`src/rtl/chip8_pkg.sv`:
```
// Shared definitions for the CHIP-8 program loader: FSM state encoding,
// frame header byte and default inter-byte timeout.
package chip8_pkg;

  typedef enum logic [2:0] {
    ST_IDLE,
    ST_LEN,
    ST_HI,
    ST_LO,
    ST_CHK,
    ST_DONE,
    ST_ERR
  } loader_state_e;

  localparam logic [7:0] HEADER_BYTE            = 8'hA5;
  localparam int         LOADER_TIMEOUT_DEFAULT = 1000000;

endpackage

```
`src/rtl/program_loader_if.sv`:
```
// Byte-stream input and instruction-memory write port of the program loader.
interface program_loader_if #(
  parameter int ADDR_W = 8
);
  logic [7:0]        in_data;
  logic              in_valid;
  logic              in_ready;
  logic              mem_we;
  logic [ADDR_W-1:0] mem_addr;
  logic [15:0]       mem_wdata;

  modport master (
    input  in_data, in_valid,
    output in_ready, mem_we, mem_addr, mem_wdata
  );

  modport slave (
    output in_data, in_valid,
    input  in_ready, mem_we, mem_addr, mem_wdata
  );
endinterface

```
`src/rtl/loader_timeout.sv`:
```
// Idle-cycle counter: expired_o flags the TIMEOUT-th consecutive enabled cycle
// without a clear, so a clear arriving in that same cycle can still win.
module loader_timeout #(
  parameter int TIMEOUT = 1000000
) (
  input  logic clk,
  input  logic rst_n,
  input  logic clr_i,
  input  logic en_i,
  output logic expired_o
);
  localparam int CW = $clog2(TIMEOUT + 1);

  logic [CW-1:0] cnt_q, cnt_d;

  always_comb begin
    cnt_d = cnt_q;
    if (clr_i || !en_i) begin
      cnt_d = '0;
    end else if (cnt_q != CW'(TIMEOUT)) begin
      cnt_d = cnt_q + CW'(1);
    end
  end

  always_ff @(posedge clk) begin
    if (!rst_n) begin
      cnt_q <= '0;
    end else begin
      cnt_q <= cnt_d;
    end
  end

  assign expired_o = en_i && (cnt_q == CW'(TIMEOUT - 1));

endmodule

```
`src/rtl/program_loader.sv`:
```
// Loads framed CHIP-8 program words (HEADER, N, 2N bytes, CHK) into instruction
// memory and keeps the CPU held until a frame passes its checksum.
//   state | meaning
//   IDLE  | waiting for HEADER after reset
//   LEN   | expecting word count N
//   HI    | expecting high byte of a word
//   LO    | expecting low byte; write issued the cycle after
//   CHK   | expecting checksum byte
//   DONE  | load good, CPU released
//   ERR   | load failed, CPU held
module program_loader
  import chip8_pkg::*;
#(
  parameter int         ADDR_W  = 8,
  parameter int         DATA_W  = 16,
  parameter logic [7:0] HEADER  = HEADER_BYTE,
  parameter int         TIMEOUT = LOADER_TIMEOUT_DEFAULT
) (
  input  logic              clk,
  input  logic              rst_n,
  program_loader_if.master  bus,
  output logic              cpu_hold,
  output logic              done,
  output logic              error,
  output logic [ADDR_W-1:0] word_count
);
  localparam int MAX_N = 1 << (ADDR_W - 1);

  if (DATA_W != 16) begin : g_bad_data_w
    $error("program_loader: DATA_W must be 16");
  end

  loader_state_e     state_q, state_d;
  logic              arm_q, in_ready_q;
  logic [7:0]        hi_q, hi_d;
  logic [7:0]        sum_q, sum_d;
  logic [7:0]        rem_q, rem_d;
  logic              mem_we_q, mem_we_d;
  logic [ADDR_W-1:0] mem_addr_q, mem_addr_d;
  logic [15:0]       mem_wdata_q, mem_wdata_d;
  logic [ADDR_W-1:0] wc_q, wc_d;
  logic              hold_q, hold_d;
  logic              done_q, done_d;
  logic              err_q, err_d;

  logic accept, len_ok, tmo_en, expired;

  assign accept = bus.in_valid && in_ready_q;
  assign len_ok = (bus.in_data != 8'd0) && (int'(bus.in_data) <= MAX_N);
  assign tmo_en = (state_q == ST_LEN) || (state_q == ST_HI) ||
                  (state_q == ST_LO)  || (state_q == ST_CHK);

  loader_timeout #(.TIMEOUT(TIMEOUT)) u_timeout (
    .clk       (clk),
    .rst_n     (rst_n),
    .clr_i     (accept),
    .en_i      (tmo_en),
    .expired_o (expired)
  );

  always_comb begin
    state_d     = state_q;
    hi_d        = hi_q;
    sum_d       = sum_q;
    rem_d       = rem_q;
    mem_we_d    = 1'b0;
    mem_addr_d  = mem_addr_q;
    mem_wdata_d = mem_wdata_q;
    wc_d        = wc_q;
    hold_d      = hold_q;
    done_d      = done_q;
    err_d       = err_q;
    unique case (state_q)
      ST_IDLE: if (accept && bus.in_data == HEADER) state_d = ST_LEN;
      ST_LEN: begin
        if (accept && len_ok) begin
          rem_d   = bus.in_data;
          sum_d   = bus.in_data;
          wc_d    = '0;
          err_d   = 1'b0;
          done_d  = 1'b0;
          state_d = ST_HI;
        end else if (accept) begin
          err_d   = 1'b1;
          done_d  = 1'b0;
          hold_d  = 1'b1;
          state_d = ST_ERR;
        end
      end
      ST_HI: begin
        if (accept) begin
          hi_d    = bus.in_data;
          sum_d   = sum_q + bus.in_data;
          state_d = ST_LO;
        end
      end
      ST_LO: begin
        if (accept) begin
          sum_d       = sum_q + bus.in_data;
          mem_we_d    = 1'b1;
          mem_addr_d  = {wc_q[ADDR_W-2:0], 1'b0};
          mem_wdata_d = {hi_q, bus.in_data};
          wc_d        = wc_q + ADDR_W'(1);
          rem_d       = rem_q - 8'd1;
          state_d     = (rem_q == 8'd1) ? ST_CHK : ST_HI;
        end
      end
      ST_CHK: begin
        if (accept && bus.in_data == sum_q) begin
          done_d  = 1'b1;
          hold_d  = 1'b0;
          state_d = ST_DONE;
        end else if (accept) begin
          err_d   = 1'b1;
          done_d  = 1'b0;
          hold_d  = 1'b1;
          state_d = ST_ERR;
        end
      end
      ST_DONE: begin
        if (accept && bus.in_data == HEADER) begin
          hold_d  = 1'b1;
          done_d  = 1'b0;
          state_d = ST_LEN;
        end
      end
      ST_ERR: begin
        if (accept && bus.in_data == HEADER) begin
          err_d   = 1'b0;
          state_d = ST_LEN;
        end
      end
      default: state_d = ST_IDLE;
    endcase
    // expired only asserts inside a frame; an accepted byte in that cycle wins
    if (expired && !accept) begin
      err_d   = 1'b1;
      done_d  = 1'b0;
      hold_d  = 1'b1;
      state_d = ST_ERR;
    end
  end

  always_ff @(posedge clk) begin
    if (!rst_n) begin
      state_q     <= ST_IDLE;
      arm_q       <= 1'b0;
      in_ready_q  <= 1'b0;
      hi_q        <= '0;
      sum_q       <= '0;
      rem_q       <= '0;
      mem_we_q    <= 1'b0;
      mem_addr_q  <= '0;
      mem_wdata_q <= '0;
      wc_q        <= '0;
      hold_q      <= 1'b1;
      done_q      <= 1'b0;
      err_q       <= 1'b0;
    end else begin
      state_q     <= state_d;
      arm_q       <= 1'b1;
      in_ready_q  <= arm_q;
      hi_q        <= hi_d;
      sum_q       <= sum_d;
      rem_q       <= rem_d;
      mem_we_q    <= mem_we_d;
      mem_addr_q  <= mem_addr_d;
      mem_wdata_q <= mem_wdata_d;
      wc_q        <= wc_d;
      hold_q      <= hold_d;
      done_q      <= done_d;
      err_q       <= err_d;
    end
  end

  assign bus.in_ready  = in_ready_q;
  assign bus.mem_we    = mem_we_q;
  assign bus.mem_addr  = mem_addr_q;
  assign bus.mem_wdata = mem_wdata_q;
  assign cpu_hold      = hold_q;
  assign done          = done_q;
  assign error         = err_q;
  assign word_count    = wc_q;

endmodule

```
`src/flat_wrapper.sv`:
```
// flat-port wrapper written by rule: the top's interface ports become plain ports
module program_loader_flat import chip8_pkg::*;
#(
  parameter int         ADDR_W  = 8,
  parameter int         DATA_W  = 16,
  parameter logic [7:0] HEADER  = HEADER_BYTE,
  parameter int         TIMEOUT = LOADER_TIMEOUT_DEFAULT
)
  (clk, rst_n, cpu_hold, done, error, word_count, bus_in_data, bus_in_valid, bus_in_ready, bus_mem_we, bus_mem_addr, bus_mem_wdata);
  program_loader_if #(.ADDR_W(ADDR_W)) bus_i ();
  input  logic clk;
  input  logic rst_n;
  output logic cpu_hold;
  output logic done;
  output logic error;
  output logic [ADDR_W-1:0] word_count;
  input wire logic [$bits(bus_i.in_data)-1:0] bus_in_data;
  input wire logic [$bits(bus_i.in_valid)-1:0] bus_in_valid;
  output wire logic [$bits(bus_i.in_ready)-1:0] bus_in_ready;
  output wire logic [$bits(bus_i.mem_we)-1:0] bus_mem_we;
  output wire logic [$bits(bus_i.mem_addr)-1:0] bus_mem_addr;
  output wire logic [$bits(bus_i.mem_wdata)-1:0] bus_mem_wdata;
  assign bus_i.in_data = bus_in_data;
  assign bus_i.in_valid = bus_in_valid;
  assign bus_in_ready = bus_i.in_ready;
  assign bus_mem_we = bus_i.mem_we;
  assign bus_mem_addr = bus_i.mem_addr;
  assign bus_mem_wdata = bus_i.mem_wdata;
  program_loader #(.ADDR_W(ADDR_W), .DATA_W(DATA_W), .HEADER(HEADER), .TIMEOUT(TIMEOUT)) u_core (.clk(clk), .rst_n(rst_n), .bus(bus_i), .cpu_hold(cpu_hold), .done(done), .error(error), .word_count(word_count));
endmodule
```
`config.mk`:
```
export PLATFORM = sky130hd
export DESIGN_NAME = program_loader_flat
export DESIGN_NICKNAME = d
export VERILOG_FILES = /design/src/rtl/chip8_pkg.sv /design/src/rtl/program_loader_if.sv /design/src/rtl/loader_timeout.sv /design/src/rtl/program_loader.sv /design/src/flat_wrapper.sv
export SDC_FILE = /design/constraint.sdc
export NUM_CORES = 1
export LEC_CHECK = 0
export ABC_AREA = 1
export CAP_MARGIN = 20
export CORE_MARGIN = 10
export CORE_UTILIZATION = 57
export DETAILED_ROUTE_END_ITERATION = 10
export PLACE_DENSITY = 0.89
export SLEW_MARGIN = 20
export SYNTH_ARGS = -nofsm -noshare
export SYNTH_HDL_FRONTEND = slang
export SYNTH_HIERARCHICAL = 1
export SYNTH_SLANG_ARGS = --single-unit
```
`constraint.sdc`:
```
create_clock -name clk -period 2.05 [get_ports clk]
set_clock_uncertainty 0.1 [all_clocks]
set_input_delay 0.41 -clock clk [delete_from_list [all_inputs] [get_ports clk]]
set_output_delay 0.41 -clock clk [all_outputs]
set_load 0.02 [all_outputs]
```
==> run metrics, run 1 <==
R2R setup slack=170 ps; dpl cells=877; Die H=109 um; HPWL after detailed placement=9270 um; Worst path max stage delay=660 ps; Buffers on Ports=46; vias in the first global route=4,550; largest net degree at the start of global routing=30; CTS clk-pin slew, worst paths=around 80 ps; Post-Route Setup TNS=0 ps; number of CTS-inserted buffers=9; total congestion overflow=0; FMAX=503 MHz; H-tree Lvls=3; RSZ-0062 raised after global routing=yes; status=finished clean; DP Worst Slack=-331 ps; WL per Instance=14.2 um; # IOs=48; Tightest Pin Transition=549 ps; required time of the critical path=1540 ps; Total GRT Usage=21.4%; post-route ant nets=0; reg2reg start=u_core/state_q[2]; relative slew slack=63.3%; Skew-Pair Late Insertion Delay=between 300 and 400 ps; CP Capture Type=primary output; Die Width=109 um; cts hold-fix bufs=0; DR vias/cell=5.43; # clock sinks=84; Startpoint Class=register; hold path start=u_core/arm_q; crit-path max FO=7; die area=11,900 um2; Fin. Hold Viols=0; cells after synthesis=695; RePlAce Congestion=~0.9; first-pass GRT wire length=20,800 um; Syn Area/Cell=6.52 um2; Tcrit/Tclk final=97.0%; Layout Nets=~810; CP Class=reg2out; worst hold-check path type=reg2reg; Non-Filler Instances=894; routed vias=4,854; Max-Cap Viols=0; Internal=2.63 mW; worst path bufs/invs=1; CP max stage cell=clkdlybuf4s50_1; synthesized cell area=4530 um2; Leak Pwr=2.49 nW; Detailed Route WL=12,700 um; clock period minus worst slack=1990 ps; Sequential Power Share=roughly 46%; largest cells by area after synthesis=dfxtp_1, nand2_1, nor2_1; worst vdd ir=~400 uV; WP data arrival=1480 ps; root buffer cell=clkbuf_8; filler instances=581; DR iter-0 viols=432; Net Sw Power=1.16 mW; Clock power frac=32.0%; pwr dens=about 660 nW/um2; Final WS setup=61.6 ps; cell accounting for the most synthesized area=dfxtp_1; # DRC=0; total chip power=~3.8 mW; synth warn=6; row count=32; Area Overhead vs Synth=26.0%; syn_nets=719; Seq/Total Area, Yosys=37.1%; fin util=73.9%; CTS tree=built; layout cells sized above 1=14.0%; CP cell instances=clkdlybuf4s50_1; drt first pass iters=5; Final Max Tran Viols=0; crit-path leading delay family=buffers and inverters; Max clock buf depth=2; Setup-failing EPs final=0; Seq cells post-synth=84; Worst Setup SP=u_core/word_count[0]; Cell variety after synth=37; Synth top area share=37.1%; Starting Density=58.6%; combinational power share=between 20% and 30%; initial antenna violation count=0; switch share=a little under a third; area of the core=7730 um2
## what timing repair did
item,in CTS,in global routing
hold endpoints to repair,0,0
endpoints found under the setup margin,0,30
resized for setup,0,19
setup buffers,0,1
## layout make-up
type                       instances  area (um2)  area share, %
multi-input combinational        506        2500           43.7
timing repair buffer             101         883           15.5
sequential                        84        1680           29.5
clock inverter                     6        73.8           1.29
antenna                            1        2.50         0.0438
tap                              102         128           2.23
inverter                          85         319           5.59
clock buffer                       9         124           2.17
## metal layers
metal  share of wire [%]  vias up  track usage (%)  wire [um]
li1                    -     2414                -          -
met4                 3.6        0             11.5        456
met1                  40     2193             24.5       5080
met3                 8.5       47             4.78       1080
met2                  48      200             36.4       6090
met5                   0        -                0          0
## worst paths after layout
check	endpoint	cells past startpoint
hold reg to reg	u_core/bus.in_ready	2
setup / recovery	word_count[0]	1
hold / removal	u_core/bus.in_ready	2
setup reg to reg	u_core/error	12
## cell usage after synthesis
cell type,count
and3_1,1
a21oi_2,1
o21ai_0,60
nand3b_1,2
nor2_1,120
dfxtp_1,84
nand2_1,148
nor3_1,5
nand3_1,48
nor2_2,7
ha_1,12
clkbuf_1,10
conb_1,1
buf_4,2
o211ai_1,2
o2111ai_1,1
buf_2,6
a21oi_1,57
xor2_1,6
clkbuf_2,1
o22ai_1,3
nor2_4,4
inv_2,3
o21ai_1,2
clkinv_1,1
nand4_1,7
buf_1,1
nand3_2,2
a211oi_1,1
a21boi_2,1
inv_1,81
or2_2,3
o21bai_1,2
xnor2_1,3
nand2_4,1
fa_1,1
nand2_2,5
## power by group through the flow
stage / Clock, mW / Combinational (mW) / Sequential, mW
finish: 1.21 / 0.829 / 1.75
CTS: 1.23 / 0.785 / 1.74
floorplan: 0 / 0.476 / 1.78
global route: 1.29 / 0.930 / 1.75
detailed placement: 0 / 0.778 / 1.78
global placement: 0 / 0.754 / 1.77
## state kept, by name (all words and copies together), names as in the netlist
register,cells
u_core/arm_q,1
u_core/bus.in_ready,1
u_core/bus.mem_addr,7
u_core/bus.mem_wdata,16
u_core/bus.mem_we,1
u_core/cpu_hold,1
u_core/done,1
u_core/error,1
u_core/hi_q,8
u_core/rem_q,8
u_core/state_q,3
u_core/sum_q,8
u_core/u_timeout/cnt_q,20
u_core/word_count,8
## cell families (layout without fill, tap and decap cells)
group	Yosys count	after routing	synth area share (%)
compound gates	130	130	15.0
simple gates	353	353	33.2
fa+ha+maj	13	13	3.75
other cells	1	2	0.0827
buf+inv	105	201	9.06
xor+xnor	9	9	1.74
flops	84	84	37.1
## layout by cell type (no fill, tap or decap), types with 2 or more instances in the layout
cell type,instances
nand2_1,145
dlymetal6s2s_1,4
nand3_2,3
nor2_2,10
nand2_2,8
inv_2,4
xor2_1,6
xnor2_1,3
o21ai_0,60
nor2_1,117
nor2_4,4
ha_1,10
o211ai_1,2
buf_4,55
a21oi_1,56
dfxtp_1,83
nor3_1,4
inv_1,80
nand3_1,47
clkdlybuf4s50_1,42
ha_4,2
clkbuf_8,9
clkinvlp_4,2
o22ai_1,3
o21bai_1,2
or2_2,3
nand4_1,7
nand3b_1,2
a21oi_2,2
## stage by stage
step / instance area [um2] / hold WS [ps]
after floorplan: 4530 / 290
after global placement: 5430 / 292
after detailed placement: 5430 / 314
after CTS: 5630 / 334
after global routing: 5710 / 381
final: 5710 / 331
(Power assumes the default switching activity.)
==> inputs of run 2 (changes only) <==
Settings changed: CORE_UTILIZATION 57 to 55, PLACE_DENSITY 0.89 to 0.87.
==> run metrics, run 2 (synthesis results as in run 1) <==
Startpoint Class=input port; Fin. Hold Viols=0; vias in the first global route=~4,600; WP data arrival=2190 ps; Clock power frac=31.7%; status=finished clean; Skew-Pair Late Insertion Delay=360 ps; Area Overhead vs Synth=26.9%; worst vdd ir=391 uV; Die H=111 um; RePlAce Congestion=0.913; hold-critical path depth=2; HPWL after detailed placement=between 9000 and 10,000 um; Most flops, register=u_core/u_timeout/cnt_q; # IOs=48; total congestion overflow=0; Hold Slack=322 ps; Cell Area, Placed=5460 um2; Starting Density=55.7%; # DRC=0; Detailed Route WL=about 12,000 um; most frequent cells in the layout=nand2_1, nor2_1, dfxtp_1, inv_1, o21ai_0; DR iter-0 viols=313; WL per Instance=about 14 um; Die Width=111 um; Internal=~2.6 mW; drt first pass iters=5; CP max stage cell=clkdlybuf4s50_1; combinational power share=between 20% and 30%; commonest non-fill, non-tap cell in the layout=nand2_1; area of the core=8130 um2; reg2reg end=u_core/error; worst hold-check path type=reg2reg; CP cell instances=clkdlybuf4s50_1 -> nor2_2 -> nand2_1 -> o21ai_2 -> nand3_1 -> inv_1 -> nand2_2 -> nand2_2 -> buf_4 -> nand2_1 -> a21oi_1; filler instances=640; max reg flops=20; Tcrit/Tclk final=about 98%; clock period minus worst slack=2010 ps; required time of the critical path=2230 ps; CTS clk-pin slew, worst paths=90 ps; switch share=30.4%; initial antenna violation count=0; Max-Cap Viols=0; H-tree Lvls=3; Setup-failing EPs final=0; layout cells sized above 1=between 10 and 15%; Final Max Tran Viols=0; reg2reg start=u_core/u_timeout/cnt_q[0]; Max clock buf depth=2; die area=12,300 um2; register area=about 1700 um2; FMAX=497 MHz; Non-Filler Instances=897; row count=33; Final WS setup=38.5 ps; worst path bufs/invs=3; Buffers on Ports=46; CP Capture Type=register; number of CTS-inserted buffers=9; Sequential Power Share=46.0%; CP Class=in2reg; Leak Pwr=2.49 nW; Final Instance Area=5750 um2; dpl cells=slightly below 900; DR vias/cell=5.38; Worst path max stage delay=520 ps; Total GRT Usage=19.2%; crit-path max FO=7; post-route ant nets=0; Layout Nets=811; fin util=70.7%; CTS tree=built; Worst R2R Path Depth=11; largest net degree at the start of global routing=23; Net Sw Power=1.15 mW; Multi-input gate area=roughly 2500 um2; WHS Endpoint=u_core/bus.in_ready; Post-Route Setup TNS=0 ps; root buffer cell=clkbuf_8; pwr dens=661 nW/um2; DP Worst Slack=-298 ps; hold path start=u_core/arm_q; crit-path leading delay family=buffers and inverters; R2R setup slack=160 ps; # clock sinks=84; first-pass GRT wire length=a little over 20,000 um; RSZ-0062 raised after global routing=yes; antenna cells=0; routed vias=4,828; total chip power=3.80 mW
run 2: tightest hold or removal path, stage by stage, from the launching register on:
cell and delay, ps:
dfxtp_1 300, nand2_1 50, inv_1 30
run 2: power by group through the flow:
stage               logic [mW]  clock network [mW]  registers, mW
detailed placement       0.784                   0           1.77
CTS                      0.792                1.23           1.74
global placement         0.761                   0           1.77
global route             0.945                1.28           1.75
floorplan                0.476                   0           1.78
finish                   0.847                1.20           1.75
run 2: area by class of cell:
| class | count | share of cell area, % |
|---|---|---|
| Multi-Input combinational cell | 506 | 43.7 |
| Clock inverter | 6 | 1.24 |
| Clock buffer | 10 | 2.22 |
| Sequential cell | 84 | 29.3 |
| Tap cell | 105 | 2.28 |
| Timing Repair Buffer | 101 | 15.7 |
| Inverter | 85 | 5.55 |
run 2: timing repair:
item	CTS	global route
hold endpoints to repair	0	0
setup endpoints to repair	0	19
hold buffers	0	0
gates resized for setup	0	21
setup buffers	0	1
run 2: per-layer routing:
layer	routed length, um	track usage (%)
met1	5220	22.0
met3	886	3.84
met2	5950	33.2
met5	0	0
met4	425	9.46
run 2: how the worst max path moves through the flow:
| stage | startpoint | to | slack, ps | cells past startpoint |
|---|---|---|---|---|
| finish | bus_in_data[4] | u_core/word_count[7] | 40 | 11 |
| CTS | u_core/word_count[2] | word_count[2] | 20 | 1 |
| floorplan | bus_in_data[0] | u_core/sum_q[4] | 300 | 11 |
| global route | bus_in_data[4] | u_core/word_count[7] | -50 | 11 |
| global placement | bus_in_data[0] | u_core/sum_q[4] | -280 | 12 |
| detailed placement | bus_in_data[0] | u_core/sum_q[2] | -300 | 10 |
==> patch (flow settings as in run 1) <==
`LOADER_TIMEOUT_DEFAULT`: 1000000 -> 500000.
--- a/src/rtl/chip8_pkg.sv
+++ b/src/rtl/chip8_pkg.sv
@@ -15,3 +15,3 @@
   localparam logic [7:0] HEADER_BYTE            = 8'hA5;
-  localparam int         LOADER_TIMEOUT_DEFAULT = 1000000;
+  localparam int         LOADER_TIMEOUT_DEFAULT = 500000;
 
Behaviour: no difference found for any inputs over 10 cycles, from zero or initial values and one cycle with rst_n low; that may be too few to reach the edited logic, so the function may still have changed.
==> patch against run 1 <==
Synthesized cell count fell by 2.0%. Total power fell by 0.56%. Sequential share of layout area fell by 0.074 points. Worst setup slack got worse by 23 ps. Area after synthesis fell by 1.7%. Combinational power rose by 2.8%. Design area fell by 0.94%. Wire length rose by 1.1%. Sequential cell count fell by 1. Critical path type unchanged.
==> patch: results (changes against run 1) <==
metric,value,unit,change
Routability Congestion,0.962,,+8.3%
"Primary FF master, synth",dfxtp_1,,
sequential cell area fraction in the yosys report,37.3,%,+0.20 points
main area contributors after synthesis,"dfxtp_1 (37%), nand2_1 (12%), nor2_1 (9.9%)",,
met3 wire length,950,um,-12%
top cell family by delay on the critical path,buffers and inverters,,
part of the cycle the worst path needs,98.1,%,+1.1 points
grt met3 use,4.10,%,-0.67 points
Lkg Pwr,2.48,nW,-0.23%
total of warnings raised by yosys,6,,unchanged
post-synth net total,705,,-1.9%
Clock Pin Slew Worst Setup and Hold Paths,100,ps,+20 ps
Clock Tree Root,clkbuf_8,,
power spent charging and discharging nets,1.25,mW,+7.5%
wire length of the first global-routing pass,20.7,mm,-0.37%
# nets final,792,,-2.3%
area share of xor/xnor cells in the synthesized design,1.57,%,-0.17 points
CP Data Arrival Time,1500,ps,+20 ps
largest net degree at the start of global routing,33,,+10%
result of the run,"finished, final reports clean",,
leading post-synthesis cells by instance count,"nand2_1 (145), nor2_1 (117), dfxtp_1 (83)",,
Max IR drop VDD,0.354,mV,-11%
vias in the first global route,4616,,+1.5%
max reg flops,19,,-5.0%
global routing usage on met2,37.1,%,+0.69 points
Worst Path Max Fanout,7,,unchanged
Min-Delay Endpoint,u_core/bus.in_ready,,
Starting DRT DRC Count,414,,-4.2%
post-detailed-route wirelength per cell,14.7,um,+3.3%
pin slew with the least headroom to its limit,558,ps,+8.88 ps
count of distinct cell types in the synthesized netlist,39,,+5.4%
"synthesized-area fraction occupied by ao, oa, aoi and oai cells",15.2,%,+0.18 points
reg-to-reg setup timing slack,130,ps,-40 ps
HPWL Detailed,8.95,mm,-3.5%
routed length on met2,6.34,mm,+4.1%
total routing resource utilization after global routing,21.2,%,-0.21 points
capturing point of the worst reg2reg path,u_core/error,,
total of fill cells in the finished design,577,,-0.69%
fraction of layout cells with a size suffix above 1,13.3,%,-0.71 points
worst reg2reg path depth,13,,+1
largest reg by FF count,u_core/u_timeout/cnt_q,,
Antenna diodes,0,,-1
wire length the detailed router placed on met1,5.16,mm,+1.6%
startpoint of the lowest-slack register-to-register path,u_core/state_q[0],,
Setup Slack @ Placement,-401,ps,-69.8 ps
met1 usage in global routing,24.6,%,+0.074 points
"post-synthesis share of cell area spent on full adders, half adders and majority gates",3.82,%,+0.065 points
detailed-route vias per instance,5.56,,+2.4%
number of cells on the worst hold path,2,,unchanged
hold wc startpoint,u_core/arm_q,,
total cell area at the placement stage,5340,um^2,-1.7%
-- patch: cell count changes after synthesis, moves of 2 or more --
cell and change:
nand2_1 -3, nand3_1 +2, nor2_2 -5, nor2_4 -2
nor2_1 -3, nand3_2 -2, inv_1 -4
-- patch: logic make-up (layout without fill, tap and decap cells) --
group	after synthesis	in the layout
other	1	1
adders and majority gates	13	13
DFF	83	83
and+or+nand+nor	345	345
AOI/OAI and AO/OA	130	130
xor gates and xnor gates	8	8
buffers and inverters	101	193
-- patch: through the flow --
step	hold slack [ps]	total power, mW	setup TNS (ps)	utilization, %	std cells
6_report	338	3.77	0	74.0	875
5_1_grt	350	3.93	-626	74.0	875
4_1_cts	340	3.69	0	72.6	874
3_5_place_dp	317	2.53	-9530	69.8	856
3_3_place_gp	300	2.50	-6550	69.8	856
2_1_floorplan	290	2.23	0	-	681
-- patch: what timing repair did --
item	4_1_cts	5_1_grt
setup buffers	2	1
setup endpoints to repair	3	33
resized for setup	2	24
pin swaps	1	5
-- patch: final cells by class --
type | count | area (um^2) | share of cell area (%)
Clock buffer | 9 | 124 | 2.19
Clock inverter | 7 | 66.3 | 1.17
Inverter | 81 | 304 | 5.37
Multi-Input combinational cell | 497 | 2490 | 44.0
Sequential cell | 83 | 1660 | 29.4
Tap cell | 102 | 128 | 2.26
Timing Repair Buffer | 96 | 885 | 15.6
-- patch: power groups by stage --
stage | combinational (mW) | sequential, mW | clock [mW]
global placement | 0.744 | 1.75 | 0
floorplan | 0.474 | 1.76 | 0
CTS | 0.782 | 1.72 | 1.19
global route | 0.930 | 1.74 | 1.26
finish | 0.852 | 1.73 | 1.18
detailed placement | 0.772 | 1.76 | 0
-- patch: tightest hold or removal path, cell delays in order (launching register included) --
cell and delay [ps]:
dfxtp_1 310, nand2_1 60, inv_1 40
